**config.mk**
```make
export PLATFORM = sky130hd
export DESIGN_NAME = map_table
export DESIGN_NICKNAME = d
export VERILOG_FILES = /design/src/rtl/map_table_pkg.sv /design/src/rtl/map_lookup.sv /design/src/rtl/map_table.sv
export SDC_FILE = /design/constraint.sdc
export NUM_CORES = 1
export LEC_CHECK = 0
export CORE_MARGIN = 4
export CORE_UTILIZATION = 40
export DETAILED_ROUTE_END_ITERATION = 16
export HOLD_SLACK_MARGIN = 0.03
export PLACE_DENSITY = 0.55
export SYNTH_ARGS = -nofsm -noshare
export SYNTH_HDL_FRONTEND = slang
export SYNTH_SLANG_ARGS = --single-unit
```
**constraint.sdc**
```tcl
create_clock -name clock -period 5.1 [get_ports clock]
set_input_delay 1.02 -clock clock [delete_from_list [all_inputs] [get_ports clock]]
set_output_delay 1.02 -clock clock [all_outputs]
set_load 0.02 [all_outputs]
```
**src/rtl/map_table_pkg.sv**
```systemverilog
// Shared rename definitions: tag width, register space and map entry.
// Reused by the ROB and reservation stations.
package map_table_pkg;

  localparam int NUM_ARCH_REGS = 32;
  localparam int TAG_BITS      = 5;
  localparam int REG_BITS      = 5;

  typedef logic [TAG_BITS-1:0] tag_t;
  typedef logic [REG_BITS-1:0] areg_t;

  localparam areg_t ZERO_REG = 5'd31;

  typedef struct packed {
    logic valid;
    logic ready;
    tag_t tag;
  } map_entry_t;

endpackage

```
**src/rtl/map_lookup.sv**
```systemverilog
// One source-operand lookup: table entry, same-cycle CDB bypass,
// and optional forward from the older dispatch slot.
module map_lookup
  import map_table_pkg::*;
(
  input  areg_t      i_src,
  input  map_entry_t i_entry,
  input  logic       i_cdb_en1,
  input  tag_t       i_cdb_tag1,
  input  logic       i_cdb_en2,
  input  tag_t       i_cdb_tag2,
  input  logic       i_fwd_en,
  input  areg_t      i_fwd_dest,
  input  tag_t       i_fwd_tag,
  output logic       o_mapped,
  output tag_t       o_tag,
  output logic       o_ready
);

  logic w_fwd;
  logic w_hit;
  logic w_cdb;

  assign w_fwd = i_fwd_en && (i_src == i_fwd_dest);
  assign w_hit = i_entry.valid && (i_src != ZERO_REG);
  assign w_cdb = (i_cdb_en1 && (i_cdb_tag1 == i_entry.tag))
              || (i_cdb_en2 && (i_cdb_tag2 == i_entry.tag));

  always_comb begin
    o_mapped = 1'b0;
    o_tag    = '0;
    o_ready  = 1'b0;
    if (w_fwd) begin
      // producer is dispatching alongside us: cannot be ready yet
      o_mapped = 1'b1;
      o_tag    = i_fwd_tag;
    end else if (w_hit) begin
      o_mapped = 1'b1;
      o_tag    = i_entry.tag;
      o_ready  = i_entry.ready || w_cdb;
    end
  end

endmodule

```
**src/rtl/map_table.sv**
```systemverilog
// Register alias table for the two-wide OoO core.
// Maps arch registers to in-flight ROB tags plus a ready bit.
module map_table
  import map_table_pkg::*;
(
  input  logic  clock,
  input  logic  reset,
  input  logic  flush,
  input  logic  disp_en1,
  input  logic  disp_en2,
  input  areg_t disp_dest1,
  input  areg_t disp_dest2,
  input  tag_t  disp_tag1,
  input  tag_t  disp_tag2,
  input  areg_t src1a,
  input  areg_t src1b,
  input  areg_t src2a,
  input  areg_t src2b,
  output logic  src1a_mapped,
  output logic  src1b_mapped,
  output logic  src2a_mapped,
  output logic  src2b_mapped,
  output tag_t  src1a_tag,
  output tag_t  src1b_tag,
  output tag_t  src2a_tag,
  output tag_t  src2b_tag,
  output logic  src1a_ready,
  output logic  src1b_ready,
  output logic  src2a_ready,
  output logic  src2b_ready,
  input  logic  cdb_en1,
  input  logic  cdb_en2,
  input  tag_t  cdb_tag1,
  input  tag_t  cdb_tag2,
  input  logic  ret_en,
  input  areg_t ret_reg,
  input  tag_t  ret_tag
);

  map_entry_t r_map  [NUM_ARCH_REGS];
  map_entry_t w_next [NUM_ARCH_REGS];
  logic       w_fwd_en;

  assign w_fwd_en = disp_en1 && (disp_dest1 != ZERO_REG);

  always_comb begin
    w_next = r_map;
    for (int r = 0; r < NUM_ARCH_REGS; r++) begin
      if (r_map[r].valid
          && ((cdb_en1 && (r_map[r].tag == cdb_tag1))
           || (cdb_en2 && (r_map[r].tag == cdb_tag2))))
        w_next[r].ready = 1'b1;
    end
    // a tag mismatch means a younger producer owns the register now
    if (ret_en && (ret_reg != ZERO_REG) && r_map[ret_reg].valid
        && (r_map[ret_reg].tag == ret_tag)) begin
      w_next[ret_reg].valid = 1'b0;
      w_next[ret_reg].ready = 1'b0;
    end
    if (w_fwd_en)
      w_next[disp_dest1] = '{valid: 1'b1, ready: 1'b0, tag: disp_tag1};
    if (disp_en2 && (disp_dest2 != ZERO_REG))
      w_next[disp_dest2] = '{valid: 1'b1, ready: 1'b0, tag: disp_tag2};
    if (flush) begin
      for (int r = 0; r < NUM_ARCH_REGS; r++)
        w_next[r] = '0;
    end
  end

  always_ff @(posedge clock or negedge reset) begin
    if (!reset) begin
      for (int r = 0; r < NUM_ARCH_REGS; r++)
        r_map[r] <= '0;
    end else begin
      r_map <= w_next;
    end
  end

  map_lookup u_lk1a (
    .i_src      (src1a),
    .i_entry    (r_map[src1a]),
    .i_cdb_en1  (cdb_en1),
    .i_cdb_tag1 (cdb_tag1),
    .i_cdb_en2  (cdb_en2),
    .i_cdb_tag2 (cdb_tag2),
    .i_fwd_en   (1'b0),
    .i_fwd_dest (ZERO_REG),
    .i_fwd_tag  ('0),
    .o_mapped   (src1a_mapped),
    .o_tag      (src1a_tag),
    .o_ready    (src1a_ready)
  );

  map_lookup u_lk1b (
    .i_src      (src1b),
    .i_entry    (r_map[src1b]),
    .i_cdb_en1  (cdb_en1),
    .i_cdb_tag1 (cdb_tag1),
    .i_cdb_en2  (cdb_en2),
    .i_cdb_tag2 (cdb_tag2),
    .i_fwd_en   (1'b0),
    .i_fwd_dest (ZERO_REG),
    .i_fwd_tag  ('0),
    .o_mapped   (src1b_mapped),
    .o_tag      (src1b_tag),
    .o_ready    (src1b_ready)
  );

  map_lookup u_lk2a (
    .i_src      (src2a),
    .i_entry    (r_map[src2a]),
    .i_cdb_en1  (cdb_en1),
    .i_cdb_tag1 (cdb_tag1),
    .i_cdb_en2  (cdb_en2),
    .i_cdb_tag2 (cdb_tag2),
    .i_fwd_en   (w_fwd_en),
    .i_fwd_dest (disp_dest1),
    .i_fwd_tag  (disp_tag1),
    .o_mapped   (src2a_mapped),
    .o_tag      (src2a_tag),
    .o_ready    (src2a_ready)
  );

  map_lookup u_lk2b (
    .i_src      (src2b),
    .i_entry    (r_map[src2b]),
    .i_cdb_en1  (cdb_en1),
    .i_cdb_tag1 (cdb_tag1),
    .i_cdb_en2  (cdb_en2),
    .i_cdb_tag2 (cdb_tag2),
    .i_fwd_en   (w_fwd_en),
    .i_fwd_dest (disp_dest1),
    .i_fwd_tag  (disp_tag1),
    .o_mapped   (src2b_mapped),
    .o_tag      (src2b_tag),
    .o_ready    (src2b_ready)
  );

endmodule

```
==> impl_results.html <==
<table>
<tr><th>Metric</th><th>Value</th></tr>
<tr><th colspan="2">Drt</th></tr>
<tr><td>Number of nets still failing antenna checks after routing</td><td>0</td></tr>
<tr><td>Final routed wirelength across all metal layers</td><td>149000 um</td></tr>
<tr><td>Post-detailed-route wirelength per cell</td><td>41.4 um</td></tr>
<tr><td>Via density</td><td>7.13</td></tr>
<tr><td>DRT Pass-1 Iters</td><td>8</td></tr>
<tr><td>Vias post-DR</td><td>25700</td></tr>
<tr><td>Drt initial violations</td><td>3644</td></tr>
<tr><td>DRC</td><td>0</td></tr>
<tr><th colspan="2">Finish</th></tr>
<tr><td>Largest registers ranked by flip-flop count</td><td>r_map: 224 flops</td></tr>
<tr><td>Layout Utilization</td><td>47.4%</td></tr>
<tr><td>Layout cells sized above 1</td><td>26.0%</td></tr>
<tr><td>Number of nets in the final layout</td><td>2799</td></tr>
<tr><td>Number of flip-flops in the largest register</td><td>224</td></tr>
<tr><td>Register with the most flip-flops</td><td>r_map</td></tr>
<tr><td>Area growth from synthesis to layout</td><td>16.7%</td></tr>
<tr><th colspan="2">Hold path</th></tr>
<tr><td>Kind of path behind the tightest hold check</td><td>in2async</td></tr>
<tr><th colspan="2">Power and ir drop</th></tr>
<tr><td>Maximum ir drop on the vdd rail</td><td>308 uV</td></tr>
<tr><td>Power density over cell area</td><td>191 nW/um^2</td></tr>
<tr><td>Total power</td><td>0.00562 W</td></tr>
<tr><td>Cell leakage power</td><td>12.1 nW</td></tr>
<tr><th colspan="2">Floorplanning</th></tr>
<tr><td>Die Span X</td><td>259 um</td></tr>
<tr><td>Starting density of the core</td><td>40.7%</td></tr>
<tr><td>Row count</td><td>91</td></tr>
<tr><td>I/O pin count</td><td>96</td></tr>
<tr><td>Core footprint</td><td>62200 sq um</td></tr>
<tr><td>Die Span Y</td><td>259 um</td></tr>
<tr><td>Area enclosed by the die boundary</td><td>67300 sq um</td></tr>
<tr><th colspan="2">Timing</th></tr>
<tr><td>TNS Setup</td><td>0 ns</td></tr>
<tr><td>Highest clock rate</td><td>199 MHz</td></tr>
<tr><td>Setup violations, final</td><td>0</td></tr>
<tr><td>Final hold violation count</td><td>0</td></tr>
<tr><td>Crit path time final</td><td>5.03 ns</td></tr>
<tr><td>Worst rel slew slack</td><td>19.4%</td></tr>
<tr><td>Worst Skew</td><td>0.0678 ns</td></tr>
<tr><td>Pins over their slew limit</td><td>0</td></tr>
<tr><td>Portion of the clock cycle consumed by the worst path in the final layout</td><td>98.6%</td></tr>
<tr><td>Transition time at the pin with the least slew margin</td><td>1.20 ns</td></tr>
<tr><td>Worst setup margin</td><td>0.0701 ns</td></tr>
<tr><td>Unrepaired setup endpoints after global routing</td><td>false</td></tr>
<tr><th colspan="2">Synthesis</th></tr>
<tr><td>Cell types with the largest area share after synthesis</td><td>sky130_fd_sc_hd__dfrtp_1 (22%), sky130_fd_sc_hd__mux4_2 (22%), sky130_fd_sc_hd__xor2_1 (9.1%)</td></tr>
<tr><td>Share of synthesized flip-flops with an asynchronous set or reset</td><td>100%</td></tr>
<tr><td>Number of enable-type register cells in the synthesized netlist</td><td>0</td></tr>
<tr><td>Sequential area share after synthesis</td><td>22.2%</td></tr>
<tr><td>Post-synth top cells</td><td>sky130_fd_sc_hd__xor2_1 (263), sky130_fd_sc_hd__mux4_2 (242), sky130_fd_sc_hd__dfrtp_1 (224)</td></tr>
<tr><td>Synth Area per Inst</td><td>9.43 sq um</td></tr>
<tr><td>Most instantiated flip-flop cell in the synthesis netlist</td><td>sky130_fd_sc_hd__dfrtp_1</td></tr>
<tr><td>Synth Net Count</td><td>2749</td></tr>
<tr><td>Netlist cell types</td><td>70</td></tr>
<tr><td>Post-synthesis cell area</td><td>25300 sq um</td></tr>
<tr><td>Count of mapped cells out of synthesis</td><td>2681</td></tr>
<tr><td>Share of the synthesized area in the top cell type</td><td>22.2%</td></tr>
<tr><td>Most numerous cell in the Yosys netlist</td><td>sky130_fd_sc_hd__xor2_1</td></tr>
<tr><td>Count of synthesis-stage warnings from yosys</td><td>0</td></tr>
<tr><td>Number of synthesized register bits</td><td>224</td></tr>
<tr><td>Cell taking the most area after synthesis</td><td>sky130_fd_sc_hd__dfrtp_1</td></tr>
<tr><th colspan="2">Worst setup path</th></tr>
<tr><td>Type of the worst setup path</td><td>in2out</td></tr>
<tr><td>Critical Path AT</td><td>4.01 ns</td></tr>
<tr><td>Crit path required time</td><td>4.08 ns</td></tr>
<tr><td>Max FO, Critical Path</td><td>13</td></tr>
<tr><td>Element type at the critical path start</td><td>input pin</td></tr>
<tr><td>Critical Path Sink Type</td><td>output port</td></tr>
<tr><th colspan="2">Clock tree</th></tr>
<tr><td>Clock buffer depth</td><td>3</td></tr>
<tr><td>Clock buffers created by TritonCTS</td><td>30</td></tr>
<tr><td>Buffer cell driving the clock tree root</td><td>sky130_fd_sc_hd__clkbuf_16</td></tr>
<tr><td>Count of H-tree levels built during CTS</td><td>1</td></tr>
<tr><td>Clock transition at path regs</td><td>0.06 ns</td></tr>
<tr><td>Clock latency on the worst-skew pair</td><td>0.65 ns</td></tr>
<tr><td>CTS tree</td><td>done</td></tr>
<tr><td>Number of sinks handled by clock tree synthesis</td><td>224</td></tr>
<tr><td>Hold buffer count at CTS</td><td>0</td></tr>
<tr><th colspan="2">GRT</th></tr>
<tr><td>Antenna violations before repair</td><td>10</td></tr>
<tr><td>Largest net degree at the start of global routing</td><td>105</td></tr>
<tr><td>Global-route wire length before repair</td><td>205000 um</td></tr>
<tr><td>Overflow left after global routing</td><td>0</td></tr>
<tr><td>Overall routing resource usage</td><td>43.3%</td></tr>
<tr><td>Vias in the first global route</td><td>25000</td></tr>
<tr><th colspan="2">Placement</th></tr>
<tr><td>Port Buffers</td><td>95</td></tr>
<tr><td>Weighted congestion at the end of routability-driven global placement</td><td>1.12</td></tr>
<tr><td>Worst slack at placement</td><td>-0.381 ns</td></tr>
<tr><td>Placed wire-length estimate</td><td>112000 um</td></tr>
<tr><th colspan="2">Flow run</th></tr>
<tr><td>MaxCap Viol Count</td><td>0</td></tr>
<tr><th colspan="2">Run status</th></tr>
<tr><td>Run status</td><td>finished clean</td></tr>
</table>
[path summary, 6_finish.rpt]
path | startpoint | to | cells after the start | slack [ns]
max in group asynchronous | reset | r_map[172] | 2 | 3.42
max | src1a[2] | src1a_ready | 12 | 0.07
max reg2reg | r_map[190] | r_map[146] | 10 | 0.82
min in group clock | r_map[6] | r_map[6] | 1 | 0.57
min reg2reg | r_map[6] | r_map[6] | 1 | 0.57
min | reset | r_map[21] | 1 | 0.44
[timing repair]
action	CTS	global route
resized for setup	9	17
buffers inserted	0	1
pin swaps	0	1
endpoints found under the setup margin	3	13
[layer usage]
metal | wire length, um | vias up | track usage [%]
met5 | 28 | - | 0
met4 | 12700 | 4 | 27.4
met3 | 18500 | 563 | 13.0
met2 | 60900 | 2137 | 61.7
met1 | 56900 | 12900 | 57.4
li1 | - | 10000 | -
[cells in the final DEF (no fill, tap or decap), types with 40 or more instances in the layout]
| cell type | count |
|---|---|
| sky130_fd_sc_hd__a211oi_1 | 114 |
| sky130_fd_sc_hd__a22oi_1 | 40 |
| sky130_fd_sc_hd__a311oi_1 | 48 |
| sky130_fd_sc_hd__a31oi_1 | 41 |
| sky130_fd_sc_hd__buf_4 | 316 |
| sky130_fd_sc_hd__clkdlybuf4s50_1 | 52 |
| sky130_fd_sc_hd__dfrtp_1 | 224 |
| sky130_fd_sc_hd__mux2i_1 | 199 |
| sky130_fd_sc_hd__mux4_2 | 242 |
| sky130_fd_sc_hd__nand2_1 | 163 |
| sky130_fd_sc_hd__nand3_1 | 143 |
| sky130_fd_sc_hd__nor2_1 | 204 |
| sky130_fd_sc_hd__nor4_1 | 63 |
| sky130_fd_sc_hd__o21ai_0 | 40 |
| sky130_fd_sc_hd__xnor2_1 | 111 |
| sky130_fd_sc_hd__xor2_1 | 263 |
[layout make-up]
type | instances | area [sq um]
Fill cell | 5898 | 32700
Clock buffer | 43 | 850
Antenna cell | 6 | 15.0
Tap cell | 837 | 1050
Multi-Input combinational cell | 2006 | 17900
Timing Repair Buffer | 441 | 3830
Sequential cell | 224 | 5610
Clock inverter | 12 | 171
Inverter | 28 | 105
[where the power goes]
group	switching, W	total (W)	leakage (nW)	internal [W]
sequential	0.000106	0.00191	3.11	0.00181
clock	0.000937	0.00225	0.489	0.00131
combinational	0.000906	0.00146	8.48	0.000555
[metrics by stage]
| step | hold slack [ns] | instance area (sq um) | std cells |
|---|---|---|---|
| finish | 0.440 | 29500 | 3597 |
| global route | 0.499 | 29500 | 3591 |
| CTS | 0.492 | 29400 | 3590 |
| detailed placement | 0.549 | 28400 | 3535 |
| global placement | 0.539 | 28400 | 3535 |
| floorplan | 0.481 | 25300 | 2681 |
[critical path: stages]
cell and delay [ns]:
sky130_fd_sc_hd__clkdlybuf4s50_1 0.51, sky130_fd_sc_hd__buf_12 0.15, sky130_fd_sc_hd__buf_4 0.22, sky130_fd_sc_hd__nand3b_1 0.24
sky130_fd_sc_hd__o22ai_2 0.35, sky130_fd_sc_hd__a311oi_1 0.09, sky130_fd_sc_hd__o21ai_0 0.17, sky130_fd_sc_hd__xor2_1 0.18
sky130_fd_sc_hd__nand2_1 0.06, sky130_fd_sc_hd__or4_1 0.52, sky130_fd_sc_hd__a31oi_1 0.25, sky130_fd_sc_hd__clkbuf_2 0.22
[kinds of logic after synthesis]
logic type,after synthesis,synth area share [%]
xor gates and xnor gates,374,13.0
buffers and inverters,451,7.42
muxes,467,31.0
DFF,224,22.2
AOI/OAI and AO/OA,438,12.5
and+or+nand+nor,727,13.9
Note: power is estimated with default switching activity, not from simulation.
